===== config.mk =====
export PLATFORM = sky130hd
export DESIGN_NAME = fetch_unit
export DESIGN_NICKNAME = d
export VERILOG_FILES = /design/src/rtl/cpu_pkg.sv /design/src/rtl/fetch_queue.sv /design/src/rtl/fetch_unit.sv
export SDC_FILE = /design/constraint.sdc
export NUM_CORES = 1
export LEC_CHECK = 0
export CAP_MARGIN = 25
export CORE_MARGIN = 3
export CORE_UTILIZATION = 60
export DETAILED_ROUTE_END_ITERATION = 8
export DONT_BUFFER_PORTS = 1
export PLACE_DENSITY = 0.76
export SLEW_MARGIN = 20
export SYNTH_ARGS = -nofsm -noshare
export SYNTH_HDL_FRONTEND = slang
export SYNTH_SLANG_ARGS = --single-unit

===== constraint.sdc =====
create_clock -name clk -period 4.6 [get_ports clk]
set_input_delay 1.15 -clock clk [delete_from_list [all_inputs] [get_ports clk]]
set_output_delay 1.15 -clock clk [all_outputs]
set_load 0.01 [all_outputs]

===== src/rtl/cpu_pkg.sv =====
// Shared types and default widths for the CPU front end.
package cpu_pkg;

   typedef enum logic [1:0] {
      FS_REQ,
      FS_WAIT,
      FS_DROP
   } fetch_state_t;

   localparam int          ADDR_W_DEF   = 16;
   localparam int          INSTR_W_DEF  = 16;
   localparam int          PC_STEP_DEF  = 2;
   localparam logic [15:0] RESET_PC_DEF = 16'h0000;

endpackage


===== src/rtl/fetch_queue.sv =====
// Small synchronous FIFO holding fetched {instr, pc} pairs for decode.
module fetch_queue #(
   parameter int DEPTH = 2,
   parameter int W     = 32,
   localparam int PW   = $clog2(DEPTH),
   localparam int CW   = PW + 1
) (
   input  logic          clk,
   input  logic          rst,
   input  logic          push,
   input  logic [W-1:0]  push_data,
   input  logic          pop,
   input  logic          flush,
   output logic [CW-1:0] count,
   output logic [W-1:0]  head
);

   logic [W-1:0]  mem [DEPTH];
   logic [PW-1:0] wr_ptr;
   logic [PW-1:0] rd_ptr;

   // DEPTH is a power of two, so the pointers wrap on their own.
   always_ff @(posedge clk or negedge rst) begin
      if (!rst) begin
         wr_ptr <= '0;
         rd_ptr <= '0;
         count  <= '0;
      end else if (flush) begin
         wr_ptr <= '0;
         rd_ptr <= '0;
         count  <= '0;
      end else begin
         if (push) wr_ptr <= wr_ptr + 1'b1;
         if (pop)  rd_ptr <= rd_ptr + 1'b1;
         count <= count + CW'(push) - CW'(pop);
      end
   end

   always_ff @(posedge clk) begin
      if (push && !flush) mem[wr_ptr] <= push_data;
   end

   assign head = mem[rd_ptr];

endmodule


===== src/rtl/fetch_unit.sv =====
// Instruction fetch stage: owns the PC, issues single-outstanding imem
// requests and queues returned instructions for decode.
//
//   state   | meaning
//   --------+----------------------------------------------------------
//   FS_REQ  | no fetch in flight; request when the queue has space
//   FS_WAIT | request granted, waiting for rvalid to push the response
//   FS_DROP | request granted before a redirect, response is discarded
module fetch_unit
   import cpu_pkg::*;
#(
   parameter int                ADDR_W   = ADDR_W_DEF,
   parameter int                INSTR_W  = INSTR_W_DEF,
   parameter int                PC_STEP  = PC_STEP_DEF,
   parameter logic [ADDR_W-1:0] RESET_PC = ADDR_W'(RESET_PC_DEF),
   parameter int                QDEPTH   = 2
) (
   input  logic               clk,
   input  logic               rst,
   input  logic               redirect,
   input  logic [ADDR_W-1:0]  redirect_pc,
   output logic               imem_req,
   output logic [ADDR_W-1:0]  imem_addr,
   input  logic               imem_gnt,
   input  logic               imem_rvalid,
   input  logic [INSTR_W-1:0] imem_rdata,
   output logic               if_valid,
   input  logic               if_ready,
   output logic [INSTR_W-1:0] if_instr,
   output logic [ADDR_W-1:0]  if_pc,
   output logic [ADDR_W-1:0]  if_pc_next
);

   localparam int CW = $clog2(QDEPTH) + 1;
   localparam int QW = INSTR_W + ADDR_W;

   fetch_state_t      state;
   fetch_state_t      nxt_state;
   logic [ADDR_W-1:0] fetch_pc;
   logic [ADDR_W-1:0] inflight_pc;
   logic              req_q;
   logic [CW-1:0]     count;
   logic [CW-1:0]     nxt_count;
   logic [QW-1:0]     head;
   logic              fire;
   logic              push;
   logic              pop;

   assign fire = req_q & imem_gnt;
   assign push = (state == FS_WAIT) & imem_rvalid & ~redirect;
   assign pop  = if_valid & if_ready & ~redirect;

   always_comb begin
      nxt_state = state;
      case (state)
         FS_REQ:  if (fire) nxt_state = redirect ? FS_DROP : FS_WAIT;
         FS_WAIT: begin
            if (imem_rvalid)   nxt_state = FS_REQ;
            else if (redirect) nxt_state = FS_DROP;
         end
         FS_DROP: if (imem_rvalid) nxt_state = FS_REQ;
         default: nxt_state = FS_REQ;
      endcase
   end

   always_comb begin
      nxt_count = count + CW'(push) - CW'(pop);
      if (redirect) nxt_count = '0;
   end

   // imem_req is computed from the next-cycle state and occupancy, so it
   // never depends combinationally on if_ready.
   always_ff @(posedge clk or negedge rst) begin
      if (!rst) begin
         state       <= FS_REQ;
         fetch_pc    <= RESET_PC;
         inflight_pc <= '0;
         req_q       <= 1'b0;
      end else begin
         state <= nxt_state;
         req_q <= (nxt_state == FS_REQ) && (nxt_count < CW'(QDEPTH));
         if (redirect)  fetch_pc <= redirect_pc;
         else if (fire) fetch_pc <= fetch_pc + ADDR_W'(PC_STEP);
         if (fire) inflight_pc <= fetch_pc;
      end
   end

   fetch_queue #(
      .DEPTH (QDEPTH),
      .W     (QW)
   ) u_queue (
      .clk       (clk),
      .rst       (rst),
      .push      (push),
      .push_data ({imem_rdata, inflight_pc}),
      .pop       (pop),
      .flush     (redirect),
      .count     (count),
      .head      (head)
   );

   assign imem_req   = req_q;
   assign imem_addr  = fetch_pc;
   assign if_valid   = (count != '0);
   assign if_instr   = if_valid ? head[QW-1:ADDR_W] : '0;
   assign if_pc      = if_valid ? head[ADDR_W-1:0] : '0;
   assign if_pc_next = if_valid ? head[ADDR_W-1:0] + ADDR_W'(PC_STEP) : '0;

endmodule


== Yosys cells after proc, flatten, opt, wreduce, memory -nomap -nowiden ==
Memories as Yosys holds them, arrays and structs flattened.
Cells that the tools add are included.
W data, S select, Z words.

* Muxes and demuxes: 18
* Bitwise logic cells: 6
* Shift-type cells: 0
* Magnitude comparators: 1
* Div/mod/pow operators: 0
* $mul: 0
* Add/sub/neg operators: 6
* Equality and inequality tests: 2
* Reductions and logical operators: 9

{| class="wikitable"
|+ Operators by type and width
! kind !! count
|-
| $mux W16 || 5
|-
| $add A16 B2 Y16 const B || 2
|-
| $mux W2 || 6
|-
| $reduce_bool A2 Y1 || 4
|-
| $mux W1 || 6
|-
| $pmux W2 S3 || 1
|-
| $and A1 B1 Y1 || 5
|-
| $logic_not A2 Y1 || 2
|-
| $add A1 B1 Y1 const B || 2
|-
| $add A2 B1 Y2 || 1
|-
| $eq A2 B1 Y1 const B || 1
|-
| $eq A2 B2 Y1 const B || 1
|-
| $logic_and A1 B1 Y1 || 2
|-
| $lt A2 B2 Y1 const B || 1
|-
| $sub A2 B1 Y2 || 1
|-
| $logic_not A1 Y1 || 1
|-
| $not A1 Y1 || 1
|}

* RAM bits: 64
* Input port bits: 38
* ROM bits: 0
* Output and inout port bits: 66
* Bits in registers: 39
* Memories: 1
* Bits in latches: 0
* Logic and storage cells: 50

{| class="wikitable"
|+ Memories
! name !! words !! width !! rd ports !! clocked after memory_dff !! write ports !! RTL line !! source
|-
| u_queue.mem || 2 || 32 || 1 || 0 || 1 || fetch_queue.sv:18 || <nowiki>logic [W-1:0] mem [DEPTH];</nowiki>
|}

== Longest topological paths before layout ==
* Depth in word-level cells: 8
* Gate-level depth with buffers: 10
* Depth with buffers taken out: 10

== By module ==
A second synthesis with hierarchy kept.

* Cells, all modules: 362
* Area total of the unflattened synthesis: 4,852.2 sq um

{| class="wikitable"
|+ Modules (own cells, without submodules)
! module !! cells each !! area each (sq um) !! sequential area each (sq um) !! times used
|-
| fetch_queue || 117 || 2,665.1 || 2,021.9 || 1
|-
| fetch_unit || 245 || 2,187.1 || 875.8 || 1
|}

== Worst setup path after synthesis ==
No wires, ideal clock.

* Path type: input-to-reg
* Start point: input port redirect
* End point: memory u_queue.mem[0][0], enable pin
* Data arrival time: 3.816 ns
* Required time: 4.139 ns
* Slack: 0.323 ns
* Library setup time: 0.461 ns
* Cell stages on the path: 3
* Buffers on the path: 2
* Cells stage by stage: clkbuf_1 -> buf_1 -> nor3_1

* Cells in the longest elaborated chain, start to end: 5
* Elaborated cells on any way between the ends: 6
* Those cells by class: 2 x mux; 2 x bitwise; 2 x reduce/logical

{| class="wikitable"
|+ RTL lines
! what !! RTL line !! source
|-
| start, declared || fetch_unit.sv:20 || <nowiki>input logic redirect,</nowiki>
|-
| $not A1 Y1 || fetch_unit.sv:50 || <nowiki>assign push = (state == FS_WAIT) & imem_rvalid & ~redirect;</nowiki>
|-
| $and A1 B1 Y1 || fetch_unit.sv:50 ||
|-
| $logic_and A1 B1 Y1 (*) || fetch_queue.sv:40 || <nowiki>if (push && !flush) mem[wr_ptr] <= push_data;</nowiki>
|-
| $mux W1 (*) || fetch_queue.sv:40 ||
|-
| $mux W1 (not written as such) (*) || fetch_queue.sv:40 ||
|-
| end, declared || fetch_queue.sv:18 ||
|}

Every way passes the cells marked *; elsewhere a longest branch is shown, timed or not.

== Final worst setup path ==
* Start point: register u_queue.rd_ptr
* End point: output port if_pc_next[15]

* Cells in the longest elaborated chain, start to end: 3

{| class="wikitable"
|+ RTL lines
! what !! RTL line !! source
|-
| start, declared || fetch_queue.sv:20 || <nowiki>logic [PW-1:0] rd_ptr;</nowiki>
|-
| start signal, assigned || fetch_queue.sv:34 || <nowiki>if (pop) rd_ptr <= rd_ptr + 1'b1;</nowiki>
|-
| $mem_v2 Z2 W32 || - ||
|-
| $add A16 B2 Y16 || fetch_unit.sv:107 || <nowiki>assign if_pc_next = if_valid ? head[ADDR_W-1:0] + ADDR_W'(PC_STEP) : '0;</nowiki>
|-
| $mux W16 || fetch_unit.sv:107 ||
|-
| end, declared || fetch_unit.sv:31 || <nowiki>output logic [ADDR_W-1:0] if_pc_next</nowiki>
|}

No other way between the ends.

==> results.sh <==
export IMPL_status="finished clean"
export IMPL_grt_pass1_wl_mm=13.6
export IMPL_coreArea_um2=7450
export IMPL_setup_viol=0
export IMPL_clock_tree_root_cell="clkbuf_8"
export IMPL_finClkSkew_ns=0.0121
export IMPL_antenna_cells=0
export IMPL_cp_max_fo=27
export IMPL_cts_made_buffers=9
export IMPL_antenna_found_initial=0
export IMPL_drive_above_1_share_pct=13.2
export IMPL_drv_slew=0
export IMPL_clockBufferDepth=2
export IMPL_cts_sinks=103
export IMPL_dr_pass1_iters=4
export IMPL_seq_area_um2=2900
export IMPL_start_util_pct=63.4
export IMPL_finalCritPeriodShare_pct=83.5
export IMPL_ir_drop_uv=276
export IMPL_num_nets_final=417
export IMPL_grt_overflow=0
export IMPL_ioPinCount=104
export IMPL_stdcell_count=479
export IMPL_cts_tree="done"
export IMPL_dp_hpwl_mm=6.36
export IMPL_synthArstFlopShare_pct=37.9
export IMPL_ys_flop_type="edfxtp_1"
export IMPL_critPathKind="flip-flop to output port"
export IMPL_min_period_ns=3.84
export IMPL_antenna_left=0
export IMPL_grt_use_total_pct=19.9
export IMPL_startpoint_type="flip-flop"
export IMPL_yosysSeqAreaShare_pct=61.4
export IMPL_synth_edf_count=64
export IMPL_cts_htree_levels=3
export IMPL_yosys_warnings=0
export IMPL_synth_distinct_cells=47
export IMPL_grt_pass1_vias=2719
export IMPL_netlist_area_um2=4720
export IMPL_worst_endpoint_required_ns=3.45
export IMPL_avgSynthCellArea_um2=12.6
export IMPL_die_area_um2=8970
export IMPL_rows=31
export IMPL_netlist_instances=376
export IMPL_setup_tns_ns=0
export IMPL_place_inst=463
export IMPL_grt_max_degree=40
export IMPL_multi_input_area_um2=1710
export IMPL_gp_congestion=0.834
export IMPL_fp_dieH_um=94.7
export IMPL_fillCellCount=575
export IMPL_clk_pin_slew_worst_paths_ns=0.11
export IMPL_crit_path_end_kind="output port"
export IMPL_rsz0062_at_grt="no"
export IMPL_cap_viol_max_count=0
export IMPL_port_buffers=0
export IMPL_cts_resized=0
export IMPL_timing_final_hold_violations=0
export IMPL_reg2reg_to="u_queue.mem[1][11]$_DFFE_PP_"
export IMPL_worst_pin_slew_ns=0.757
export IMPL_r2r_slack_ns=2.57
export IMPL_drt_wl_total_mm=8.82
export IMPL_dp_slack_ns=1.16
export IMPL_holdCritPathClass="primary input to asynchronous set/reset pin"
export IMPL_postSynthNetCount=418
export IMPL_r2r_start="state[1]$_DFF_PN0_"
export IMPL_areaGrowthSynthToFinish_pct=5.70
export IMPL_leakage_nw=1.75
export IMPL_viasPerCell=6.07
export IMPL_finalWorstSetupSlack_ns=0.759
export IMPL_powerDensity_nw_per_um2=420
export IMPL_slew_limit_headroom_pct=49.4
export IMPL_drc=0
export IMPL_final_area_um2=4990
export IMPL_fp_dieW_um=94.7
export IMPL_arrival_ns=2.69
export IMPL_ys_ff_latch=103
export IMPL_placed_area_um2=4800
export IMPL_route_vias_total=2906
export IMPL_dr_first_iter_drc_count=141
export IMPL_wire_per_inst_um=18.4
export IMPL_worst_r2r_cell_count=5
export IMPL_cts_hold_buf=0
export IMPL_fmax_mhz=260
export IMPL_insertion_delay_ns=0.36
export IMPL_cts_setup_buffers=0
synth_stat cells, types with 2 or more instances:
cell type   n  area (µm²)
or3_1       3        18.8
nand2_1    24        90.1
nor2_1     47         176
buf_2       3        15.0
edfxtp_1   64        1920
and4_2      2        20.0
nor4_1      7        43.8
mux2_2     19         214
nor2b_1     2        12.5
buf_6       3        33.8
nand3_1     9        45.0
clkbuf_1    9        33.8
inv_1       7        26.3
nor3_1     13        65.1
ha_1        4        50.1
nand3b_1    2        15.0
mux2i_1    30         300
a31oi_1     4        25.0
nand4_1     9        56.3
and2_1      8        50.1
dfrtp_1    39         976
xnor2_1     9        78.8
o31a_1      4        35.0
o21ai_0    17        85.1
and4b_2     2        22.5
xor2_1     12         105
and4_1      3        26.3
a22oi_1     2        15.0
flip-flops by register name (all words and copies together) (netlist names):
signal and cells:
imem_addr 16, imem_req 1, inflight_pc 16, state 2
u_queue.count 2, u_queue.mem 64, u_queue.rd_ptr 1, u_queue.wr_ptr 1
where the power goes:
| group | total [mW] | internal [mW] | switching, mW | leakage, nW |
|---|---|---|---|---|
| Sequential | 1.27 | 1.14 | 0.128 | 1.05 |
| Combinational | 0.305 | 0.138 | 0.166 | 0.599 |
| Clock | 0.528 | 0.209 | 0.318 | 0.0967 |
| Total | 2.10 | 1.48 | 0.613 | 1.75 |
how the worst max path moves through the flow:
stage / start / end / slack, ns / depth (start not counted)
after floorplan: redirect / u_queue.mem[0][0]$_DFFE_PP_ / 0.32 / 3
after global placement: u_queue.rd_ptr$_DFFE_PN0P_ / if_pc_next[15] / 1.19 / 4
after detailed placement: u_queue.rd_ptr$_DFFE_PN0P_ / if_pc_next[15] / 1.16 / 4
after CTS: u_queue.rd_ptr$_DFFE_PN0P_ / if_pc_next[15] / 0.75 / 4
after global routing: u_queue.rd_ptr$_DFFE_PN0P_ / if_pc_next[15] / 0.61 / 4
final: u_queue.rd_ptr$_DFFE_PN0P_ / if_pc_next[15] / 0.76 / 4
placed cells by master (no fill, tap or decap), types with 2 or more instances in the layout:
master	instances
and4_2	2
and2_1	8
dfrtp_1	38
or3_1	3
a31oi_1	4
mux2i_1	30
a22oi_1	2
o21ai_0	17
ha_1	4
nand3_1	9
edfxtp_1	64
buf_4	5
nand2_1	24
nand3b_1	2
nor2b_1	2
and4b_2	2
mux2_2	19
clkinv_4	3
and4_1	3
nand4_1	9
xor2_1	12
clkbuf_8	9
o31a_1	4
nor4_1	7
nor2_1	46
inv_6	3
inv_1	7
xnor2_1	9
nor3_1	12
per-stage QoR:
| step | utilization, % | power, mW | hold slack (ns) |
|---|---|---|---|
| after detailed placement | 64.5 | 1.59 | 0.454 |
| after floorplan | - | 1.50 | 0.437 |
| after CTS | 67.0 | 2.11 | 0.458 |
| final | 67.0 | 2.10 | 0.468 |
| after global placement | 64.5 | 1.57 | 0.446 |
| after global routing | 67.0 | 2.19 | 0.445 |
per-layer routing:
metal	global-route usage, %	share of wire (%)	vias to the layer above
li1	-	-	1380
met1	26.4	44	1422
met2	31.7	48	95
met3	4.78	6.8	9
met4	8.41	1.2	0
met5	0	0	-
cell families (layout without fill, tap and decap cells):
logic type / after synthesis / after routing / share of synthesized area [%]
flip-flops: 103 / 103 / 61.4
adder cells (fa/ha/maj): 4 / 4 / 1.06
AND/OR/NAND/NOR: 138 / 138 / 15.0
XOR/XNOR: 21 / 21 / 3.90
buffers and inverters: 24 / 28 / 2.54
multiplexers: 50 / 50 / 11.1
AO/OA/AOI/OAI: 36 / 36 / 4.93
worst max-delay path, stage by stage, from the launching register on:
cell	delay, ns
dfrtp_2	0.62
nand3b_1	0.31
a221o_1	0.54
nor4_1	0.44
mux2_1	0.42
layout make-up:
type,count,area share [%]
flip-flops and latches,103,58.1
multi-input cells,249,34.4
well taps,99,2.48
clock inverters,7,1.28
repair buffers,5,0.752
clock buffers,9,2.48
inverters,7,0.527
Note: power is estimated with default switching activity, not from simulation.
